<file path="config.mk">
export PLATFORM = sky130hd
export DESIGN_NAME = apb_initiator_flat
export DESIGN_NICKNAME = d
export VERILOG_FILES = /design/src/rtl/apb_initiator_if.sv /design/src/rtl/apb_initiator.sv /design/src/flat_wrapper.sv
export SDC_FILE = /design/constraint.sdc
export NUM_CORES = 1
export LEC_CHECK = 0
export CAP_MARGIN = 25
export CORE_MARGIN = 2
export CORE_UTILIZATION = 35
export CTS_BUF_LIST = sky130_fd_sc_hd__clkbuf_4 sky130_fd_sc_hd__clkbuf_8
export CTS_CLUSTER_SIZE = 25
export DETAILED_ROUTE_END_ITERATION = 7
export PLACE_DENSITY = 0.79
export SYNTH_ARGS = -nofsm -noshare
export SYNTH_HDL_FRONTEND = slang
export SYNTH_SLANG_ARGS = --single-unit
</file>
<file path="constraint.sdc">
create_clock -name clock -period 3.5 [get_ports clock]
set_input_delay 0.7 -clock clock [delete_from_list [all_inputs] [get_ports clock]]
set_output_delay 0.7 -clock clock [all_outputs]
set_load 0.01 [all_outputs]
</file>
<file path="src/rtl/apb_initiator_if.sv">
// Request/response and APB bus bundle for apb_initiator.
// master: the bridge itself; slave: the upstream requester plus APB responder side.
interface apb_initiator_if #(
  parameter int unsigned ADDR_W = 32,
  parameter int unsigned DATA_W = 32
);
  localparam int unsigned STRB_W = DATA_W / 8;

  logic              req_valid;
  logic              req_ready;
  logic              req_write;
  logic [ADDR_W-1:0] req_addr;
  logic [DATA_W-1:0] req_wdata;
  logic [STRB_W-1:0] req_wstrb;
  logic [2:0]        req_prot;

  logic              resp_valid;
  logic              resp_ready;
  logic [DATA_W-1:0] resp_rdata;
  logic              resp_err;

  logic [ADDR_W-1:0] out_paddr;
  logic              out_psel;
  logic              out_penable;
  logic [2:0]        out_pprot;
  logic              out_pwrite;
  logic [DATA_W-1:0] out_pwdata;
  logic [STRB_W-1:0] out_pstrb;
  logic              out_pready;
  logic [DATA_W-1:0] out_prdata;
  logic              out_pslverr;

  modport master (
    input  req_valid, req_write, req_addr, req_wdata, req_wstrb, req_prot,
    input  resp_ready, out_pready, out_prdata, out_pslverr,
    output req_ready, resp_valid, resp_rdata, resp_err,
    output out_paddr, out_psel, out_penable, out_pprot, out_pwrite, out_pwdata, out_pstrb
  );

  modport slave (
    output req_valid, req_write, req_addr, req_wdata, req_wstrb, req_prot,
    output resp_ready, out_pready, out_prdata, out_pslverr,
    input  req_ready, resp_valid, resp_rdata, resp_err,
    input  out_paddr, out_psel, out_penable, out_pprot, out_pwrite, out_pwdata, out_pstrb
  );
endinterface

</file>
<file path="src/rtl/apb_initiator.sv">
// Single-outstanding valid/ready to APB3/APB4 requester bridge.
// Optional ACCESS-phase timeout abort enabled by defining APB_TIMEOUT_EN.
module apb_initiator #(
  parameter int unsigned ADDR_W         = 32,
  parameter int unsigned DATA_W         = 32,
  parameter int unsigned TIMEOUT_CYCLES = 1024
) (
  input logic             clock,
  input logic             reset,
  apb_initiator_if.master bus
);
  localparam int unsigned STRB_W = DATA_W / 8;

  if (DATA_W == 0 || (DATA_W % 8) != 0 || TIMEOUT_CYCLES == 0) begin : g_bad_params
    $error("apb_initiator: DATA_W must be a nonzero multiple of 8 and TIMEOUT_CYCLES nonzero");
  end

  typedef enum logic [1:0] {
    IDLE   = 2'd0,
    SETUP  = 2'd1,
    ACCESS = 2'd2,
    RESP   = 2'd3
  } state_e;

  state_e            state_q;
  logic [ADDR_W-1:0] paddr_q;
  logic              psel_q;
  logic              penable_q;
  logic [2:0]        pprot_q;
  logic              pwrite_q;
  logic [DATA_W-1:0] pwdata_q;
  logic [STRB_W-1:0] pstrb_q;
  logic              resp_valid_q;
  logic [DATA_W-1:0] resp_rdata_q;
  logic              resp_err_q;

`ifdef APB_TIMEOUT_EN
  localparam int unsigned       CNT_W    = $clog2(TIMEOUT_CYCLES + 1);
  localparam logic [CNT_W-1:0]  CNT_LAST = CNT_W'(TIMEOUT_CYCLES - 1);
  localparam logic [DATA_W-1:0] TMO_DATA = DATA_W'(32'hDEADBEEF);
  logic [CNT_W-1:0] wait_cnt_q;
`endif

  // Transfer sequencer; all bus-facing outputs come straight from these flops.
  always_ff @(posedge clock or posedge reset) begin
    if (reset) begin
      state_q      <= IDLE;
      paddr_q      <= '0;
      psel_q       <= 1'b0;
      penable_q    <= 1'b0;
      pprot_q      <= '0;
      pwrite_q     <= 1'b0;
      pwdata_q     <= '0;
      pstrb_q      <= '0;
      resp_valid_q <= 1'b0;
      resp_rdata_q <= '0;
      resp_err_q   <= 1'b0;
`ifdef APB_TIMEOUT_EN
      wait_cnt_q   <= '0;
`endif
    end else begin
      case (state_q)
        IDLE: begin
          if (bus.req_valid) begin
            paddr_q  <= bus.req_addr;
            pwrite_q <= bus.req_write;
            pprot_q  <= bus.req_prot;
            // Reads carry no data and no strobes on the bus.
            pwdata_q <= bus.req_write ? bus.req_wdata : '0;
            pstrb_q  <= bus.req_write ? bus.req_wstrb : '0;
            psel_q   <= 1'b1;
            state_q  <= SETUP;
          end
        end
        SETUP: begin
          penable_q <= 1'b1;
          state_q   <= ACCESS;
`ifdef APB_TIMEOUT_EN
          wait_cnt_q <= '0;
`endif
        end
        ACCESS: begin
          if (bus.out_pready) begin
            psel_q       <= 1'b0;
            penable_q    <= 1'b0;
            resp_valid_q <= 1'b1;
            resp_rdata_q <= pwrite_q ? '0 : bus.out_prdata;
            resp_err_q   <= bus.out_pslverr;
            state_q      <= RESP;
          end
`ifdef APB_TIMEOUT_EN
          // A ready responder on the limit cycle still wins over the abort.
          else if (wait_cnt_q == CNT_LAST) begin
            psel_q       <= 1'b0;
            penable_q    <= 1'b0;
            resp_valid_q <= 1'b1;
            resp_rdata_q <= TMO_DATA;
            resp_err_q   <= 1'b1;
            wait_cnt_q   <= wait_cnt_q + CNT_W'(1);
            state_q      <= RESP;
          end else begin
            wait_cnt_q <= wait_cnt_q + CNT_W'(1);
          end
`endif
        end
        RESP: begin
          if (bus.resp_ready) begin
            resp_valid_q <= 1'b0;
            state_q      <= IDLE;
          end
        end
        default: state_q <= IDLE;
      endcase
    end
  end

  // Accept only from IDLE; decoded from the state flop, independent of resp_ready.
  assign bus.req_ready   = (state_q == IDLE);
  assign bus.resp_valid  = resp_valid_q;
  assign bus.resp_rdata  = resp_rdata_q;
  assign bus.resp_err    = resp_err_q;
  assign bus.out_paddr   = paddr_q;
  assign bus.out_psel    = psel_q;
  assign bus.out_penable = penable_q;
  assign bus.out_pprot   = pprot_q;
  assign bus.out_pwrite  = pwrite_q;
  assign bus.out_pwdata  = pwdata_q;
  assign bus.out_pstrb   = pstrb_q;
endmodule

</file>
<file path="src/flat_wrapper.sv">
// flat-port wrapper written by rule: the top's interface ports become plain ports
module apb_initiator_flat 
#(
  parameter int unsigned ADDR_W         = 32,
  parameter int unsigned DATA_W         = 32,
  parameter int unsigned TIMEOUT_CYCLES = 1024
)
  (clock, reset, bus_req_valid, bus_req_write, bus_req_addr, bus_req_wdata, bus_req_wstrb, bus_req_prot, bus_resp_ready, bus_out_pready, bus_out_prdata, bus_out_pslverr, bus_req_ready, bus_resp_valid, bus_resp_rdata, bus_resp_err, bus_out_paddr, bus_out_psel, bus_out_penable, bus_out_pprot, bus_out_pwrite, bus_out_pwdata, bus_out_pstrb);
  apb_initiator_if #(.ADDR_W(ADDR_W), .DATA_W(DATA_W)) bus_i ();
  input logic clock;
  input logic reset;
  input wire logic [$bits(bus_i.req_valid)-1:0] bus_req_valid;
  input wire logic [$bits(bus_i.req_write)-1:0] bus_req_write;
  input wire logic [$bits(bus_i.req_addr)-1:0] bus_req_addr;
  input wire logic [$bits(bus_i.req_wdata)-1:0] bus_req_wdata;
  input wire logic [$bits(bus_i.req_wstrb)-1:0] bus_req_wstrb;
  input wire logic [$bits(bus_i.req_prot)-1:0] bus_req_prot;
  input wire logic [$bits(bus_i.resp_ready)-1:0] bus_resp_ready;
  input wire logic [$bits(bus_i.out_pready)-1:0] bus_out_pready;
  input wire logic [$bits(bus_i.out_prdata)-1:0] bus_out_prdata;
  input wire logic [$bits(bus_i.out_pslverr)-1:0] bus_out_pslverr;
  output wire logic [$bits(bus_i.req_ready)-1:0] bus_req_ready;
  output wire logic [$bits(bus_i.resp_valid)-1:0] bus_resp_valid;
  output wire logic [$bits(bus_i.resp_rdata)-1:0] bus_resp_rdata;
  output wire logic [$bits(bus_i.resp_err)-1:0] bus_resp_err;
  output wire logic [$bits(bus_i.out_paddr)-1:0] bus_out_paddr;
  output wire logic [$bits(bus_i.out_psel)-1:0] bus_out_psel;
  output wire logic [$bits(bus_i.out_penable)-1:0] bus_out_penable;
  output wire logic [$bits(bus_i.out_pprot)-1:0] bus_out_pprot;
  output wire logic [$bits(bus_i.out_pwrite)-1:0] bus_out_pwrite;
  output wire logic [$bits(bus_i.out_pwdata)-1:0] bus_out_pwdata;
  output wire logic [$bits(bus_i.out_pstrb)-1:0] bus_out_pstrb;
  assign bus_i.req_valid = bus_req_valid;
  assign bus_i.req_write = bus_req_write;
  assign bus_i.req_addr = bus_req_addr;
  assign bus_i.req_wdata = bus_req_wdata;
  assign bus_i.req_wstrb = bus_req_wstrb;
  assign bus_i.req_prot = bus_req_prot;
  assign bus_i.resp_ready = bus_resp_ready;
  assign bus_i.out_pready = bus_out_pready;
  assign bus_i.out_prdata = bus_out_prdata;
  assign bus_i.out_pslverr = bus_out_pslverr;
  assign bus_req_ready = bus_i.req_ready;
  assign bus_resp_valid = bus_i.resp_valid;
  assign bus_resp_rdata = bus_i.resp_rdata;
  assign bus_resp_err = bus_i.resp_err;
  assign bus_out_paddr = bus_i.out_paddr;
  assign bus_out_psel = bus_i.out_psel;
  assign bus_out_penable = bus_i.out_penable;
  assign bus_out_pprot = bus_i.out_pprot;
  assign bus_out_pwrite = bus_i.out_pwrite;
  assign bus_out_pwdata = bus_i.out_pwdata;
  assign bus_out_pstrb = bus_i.out_pstrb;
  apb_initiator #(.ADDR_W(ADDR_W), .DATA_W(DATA_W), .TIMEOUT_CYCLES(TIMEOUT_CYCLES)) u_core (.clock(clock), .reset(reset), .bus(bus_i));
endmodule
</file>
After elaboration in Yosys (flattened, before gate mapping)

Index checks and enable logic that the tools add are counted.

Flip-flop bits (word level): 110
Bits of input ports: 110
Logic and storage cells: 41

Eq/ne operators: 6
Muxes and demuxes: 14
Reductions and logical operators: 10

Operators with widths:

| operator             | count |
|---|---|
| $mux W32             | 2 |
| $reduce_and A3 Y1    | 3 |
| $pmux W2 S4          | 1 |
| $mux W2              | 3 |
| $ne A2 B2 Y1 const B | 3 |
| $pmux W1 S2          | 3 |
| $reduce_and A2 Y1    | 3 |
| $reduce_bool A2 Y1   | 3 |
| $eq A2 B2 Y1 const B | 2 |
| $mux W1              | 4 |
| $mux W4              | 1 |
| $eq A2 B1 Y1 const B | 1 |
| $logic_not A2 Y1     | 1 |

Depth between registers and ports, before layout

Depth in word-level cells: 3
Depth in mapped cells: 7
Mapped depth without buffers: 5

Worst setup path before layout

No wires, ideal clock.

Kind: input to register
Start: input port bus_req_valid
End: register u_core.state_q[1]
Setup time: 0.128 ns
Arrival time: 1.329 ns
Path slack: 2.043 ns
Stages on the path: 3
Buffers on the path: 0
Path through: inv_2 a221oi_2 mux2_1

Longest elaborated chain between the ends: 2

RTL lines:

| element                     | line                | RTL |
|---|---|---|
| start, declared             | flat_wrapper.sv:12  | `input wire logic [$bits(bus_i.req_valid)-1:0] bus_req_valid;` |
| $ne A2 B2 Y1 (no line)      | n/a                 |  |
| $reduce_and A3 Y1 (no line) | n/a                 |  |
| end signal, assigned        | apb_initiator.sv:47 | `state_q <= IDLE;` |
| end signal, assigned        | apb_initiator.sv:72 | `state_q <= SETUP;` |
| end signal, assigned        | apb_initiator.sv:77 | `state_q <= ACCESS;` |
| end, declared               | apb_initiator.sv:25 | `state_e state_q;` |

Every way passes these cells.
A chain may end at the register's enable or synchronous reset.

Worst setup path after layout

Start: register u_core.state_q[0]
End: output port bus_req_ready

Longest elaborated chain between the ends: 1

RTL lines:

| element          | line                 | RTL |
|---|---|---|
| $logic_not A2 Y1 | apb_initiator.sv:118 | `assign bus.req_ready = (state_q == IDLE);` |
| end, declared    | flat_wrapper.sv:22   | `output wire logic [$bits(bus_i.req_ready)-1:0] bus_req_ready;` |

Every way passes these cells.

==> results.toml <==
[yosys]
syn_inst = 402
yosysWarningCount = 0
synth_area_leader_cell = "dfrtp_1"
synth-main-ff-cell = "dfrtp_1"
syn_avg_cell_area_um2 = 11.4
synth.area.top_cells = "dfrtp_1, mux2_4, nand2_1"
synth-edff-count = 0
async_flop_share = 1.00
yosysMostFrequentCell = "dfrtp_1"
synthDistinctLibCells = 23
ys_seq_area_frac = 0.603
synth_nets = 517
synth_top_area_frac = 0.603
synth-seq-cells = 110
yosys-top-cells-count = "dfrtp_1, nand2_1, o21ai_1"
syn-cell-area_um2 = 4570

[sta]
finalHoldWorstSlack_ns = 0.492
setup_tns_ns = 0
setup_viol = 0
skew_ns = 0.0159
rsz0062_at_grt = "no"
min_period_over_period = 0.680
max_clock_freq_mhz = 420
slew_viol_final = 0
relSlewSlack = 0.635
hold_viol = 0
finalCriticalPeriod_ns = 2.38
tightest_slew_ns = 0.547

[detailed_routing]
remaining_drc_errors = 0
met3WireLength_um = 817
final_antenna_net_count = 0
wl_per_cell_um = 14.4
wl_met1_um = 4930
vias = 3531
dr.pass1.iters = 4
drt-initial-drc-count = 203
topRoutingLayerUsed = "met4"
drt_wl_total_um = 11400
wl_met2_um = 5500
detail_route.vias_per_cell = 4.48

[power_and_ir_drop]
peakVddDrop_mv = 0.443
powerDensity_nw_per_um2 = 832
power_leakage_nw = 3.15

[clocking]
cts_num_sinks = 110
h-tree-depth = 3
cts_resized = 0
clockBufferDepth = 2
clk_latency_ns = 0.36
cts.clk_slew.worst_paths_ns = 0.09
cts_made_buffers = 9
cts_hold_buf = 0
cts_setup_buffers = 0
root_buffer = "clkbuf_8"
cts_tree = "built"

[finish]
final_nets = 728
diodes = 0
drive_above_1_share = 0.101
fillers = 1098
areaGrowthSynthToFinish_pct = 55.2

[global_routing]
grt_pass1_vias = 3764
grt_max_degree = 65
grt_pass1_wl_um = 18800
antenna_found_initial = 0
grt_overflow_total = 0
grtUsageTotal = 0.165

[hold_path]
hp-class = "register to register"

[critical_path]
slowest_stage = "clkdlybuf4s50_1"
startpoint_type = "register"
cp.arrival_ns = 1.68
slowest_delay_ns = 0.56
cp_cell_sequence = "inv_1 > ha_1 > clkdlybuf4s50_1"
critPathCaptureType = "output pin"
required_ns = 2.80
cp_max_fo = 4
crit_type = "register to output pin"

[floorplan]
initial_core_util = 0.360
design.die.area_um2 = 14000
io_pins = 219
die_h_um = 118
design.core.area_um2 = 12700
die_w_um = 118
rows = 41

[place]
globalplace.congestion = 0.783
io_buffers = 218
dp_hpwl_um = 8410

[job]
maxCapViolations = 0

[run_status]
status = "complete, no violations"
==> layout make-up <==
| type | count | area, um2 | share of cell area |
|---|---|---|---|
| Timing Repair Buffer | 225 | 2260 | 0.319 |
| Tap cell | 172 | 215 | 0.0304 |
| Clock inverter | 1 | 5.00 | 0.000706 |
| Sequential cell | 110 | 2750 | 0.388 |
| Multi-Input combinational cell | 261 | 1660 | 0.234 |
| Inverter | 6 | 26.3 | 0.00371 |
| Clock buffer | 13 | 173 | 0.0244 |
==> critical path: cells and delay by family, from the launching register on <==
kind	cells	cell delay, ns
fa+ha+maj	1	0.23
buf+inv	2	0.68
flops	1	0.43
==> where the power goes <==
part | internal, W | switching [W]
Combinational | 0.00177 | 0.00118
Clock | 0.000318 | 0.000390
Sequential | 0.00188 | 0.000360
Total | 0.00397 | 0.00193
==> placed cells by master, fill, tap and decap left out, types with 2 or more instances in the layout <==
cell / count
buf_12: 2
nand2_1: 105
nand2b_1: 33
buf_4: 5
o21ai_1: 68
clkbuf_8: 12
ha_1: 5
a21oi_1: 2
mux2_4: 36
dfrtp_1: 110
inv_1: 4
clkdlybuf4s50_1: 218
mux2_1: 2
==> sequential cells by signal, indices dropped and copies added (netlist names) <==
register,cells
u_core.bus.out_paddr,32
u_core.bus.out_penable,1
u_core.bus.out_pprot,3
u_core.bus.out_psel,1
u_core.bus.out_pstrb,4
u_core.bus.out_pwdata,32
u_core.bus.out_pwrite,1
u_core.bus.resp_err,1
u_core.bus.resp_rdata,32
u_core.bus.resp_valid,1
u_core.state_q,2
==> logic make-up (layout without fill, tap and decap cells) <==
kind of cell,count (synthesis),count (layout),synth area share
buffers and inverters,31,245,0.0359
DFF,110,110,0.603
AOI/OAI and AO/OA,76,76,0.0885
and+or+nand+nor,142,142,0.136
adders and majority gates,5,5,0.0137
muxes,38,38,0.123
==> final timing paths <==
kind                                                             from                                    end  slack [ns]  depth (start not counted)
worst min-delay path            u_core.bus.out_pwdata[19]$_DFFE_PP0P_  u_core.bus.out_pwdata[19]$_DFFE_PP0P_        0.49                          2
worst max-delay path                    u_core.state_q[0]$_DFFE_PP0P_                          bus_req_ready        1.12                          3
min in group asynchronous                                       reset  u_core.bus.resp_rdata[31]$_DFFE_PP0P_        0.64                          2
worst max register to register          u_core.state_q[0]$_DFFE_PP0P_   u_core.bus.out_paddr[13]$_DFFE_PP0P_        1.51                          5
worst min register to register  u_core.bus.out_pwdata[19]$_DFFE_PP0P_  u_core.bus.out_pwdata[19]$_DFFE_PP0P_        0.49                          2
max in group asynchronous                                       reset  u_core.bus.out_pwdata[22]$_DFFE_PP0P_        2.07                          3
==> through the flow <==
stage                     total power, W  cells   util  area [um2]  setup WS (ns)
final                            0.00590    788  0.559        7090           1.12
after global routing             0.00628    788  0.559        7090           1.04
after CTS                        0.00598    788  0.559        7090           1.09
after detailed placement         0.00524    774  0.545        6910           1.06
after global placement           0.00515    774  0.545        6910           1.10
after floorplan                  0.00364    402      -        4570           1.47
==> layer usage <==
metal  track usage  vias up
met1         0.210     1647
met5             0        -
met3        0.0458       11
met2         0.276      147
met4        0.0467        0
li1              -     1726
(Power assumes the default switching activity.)
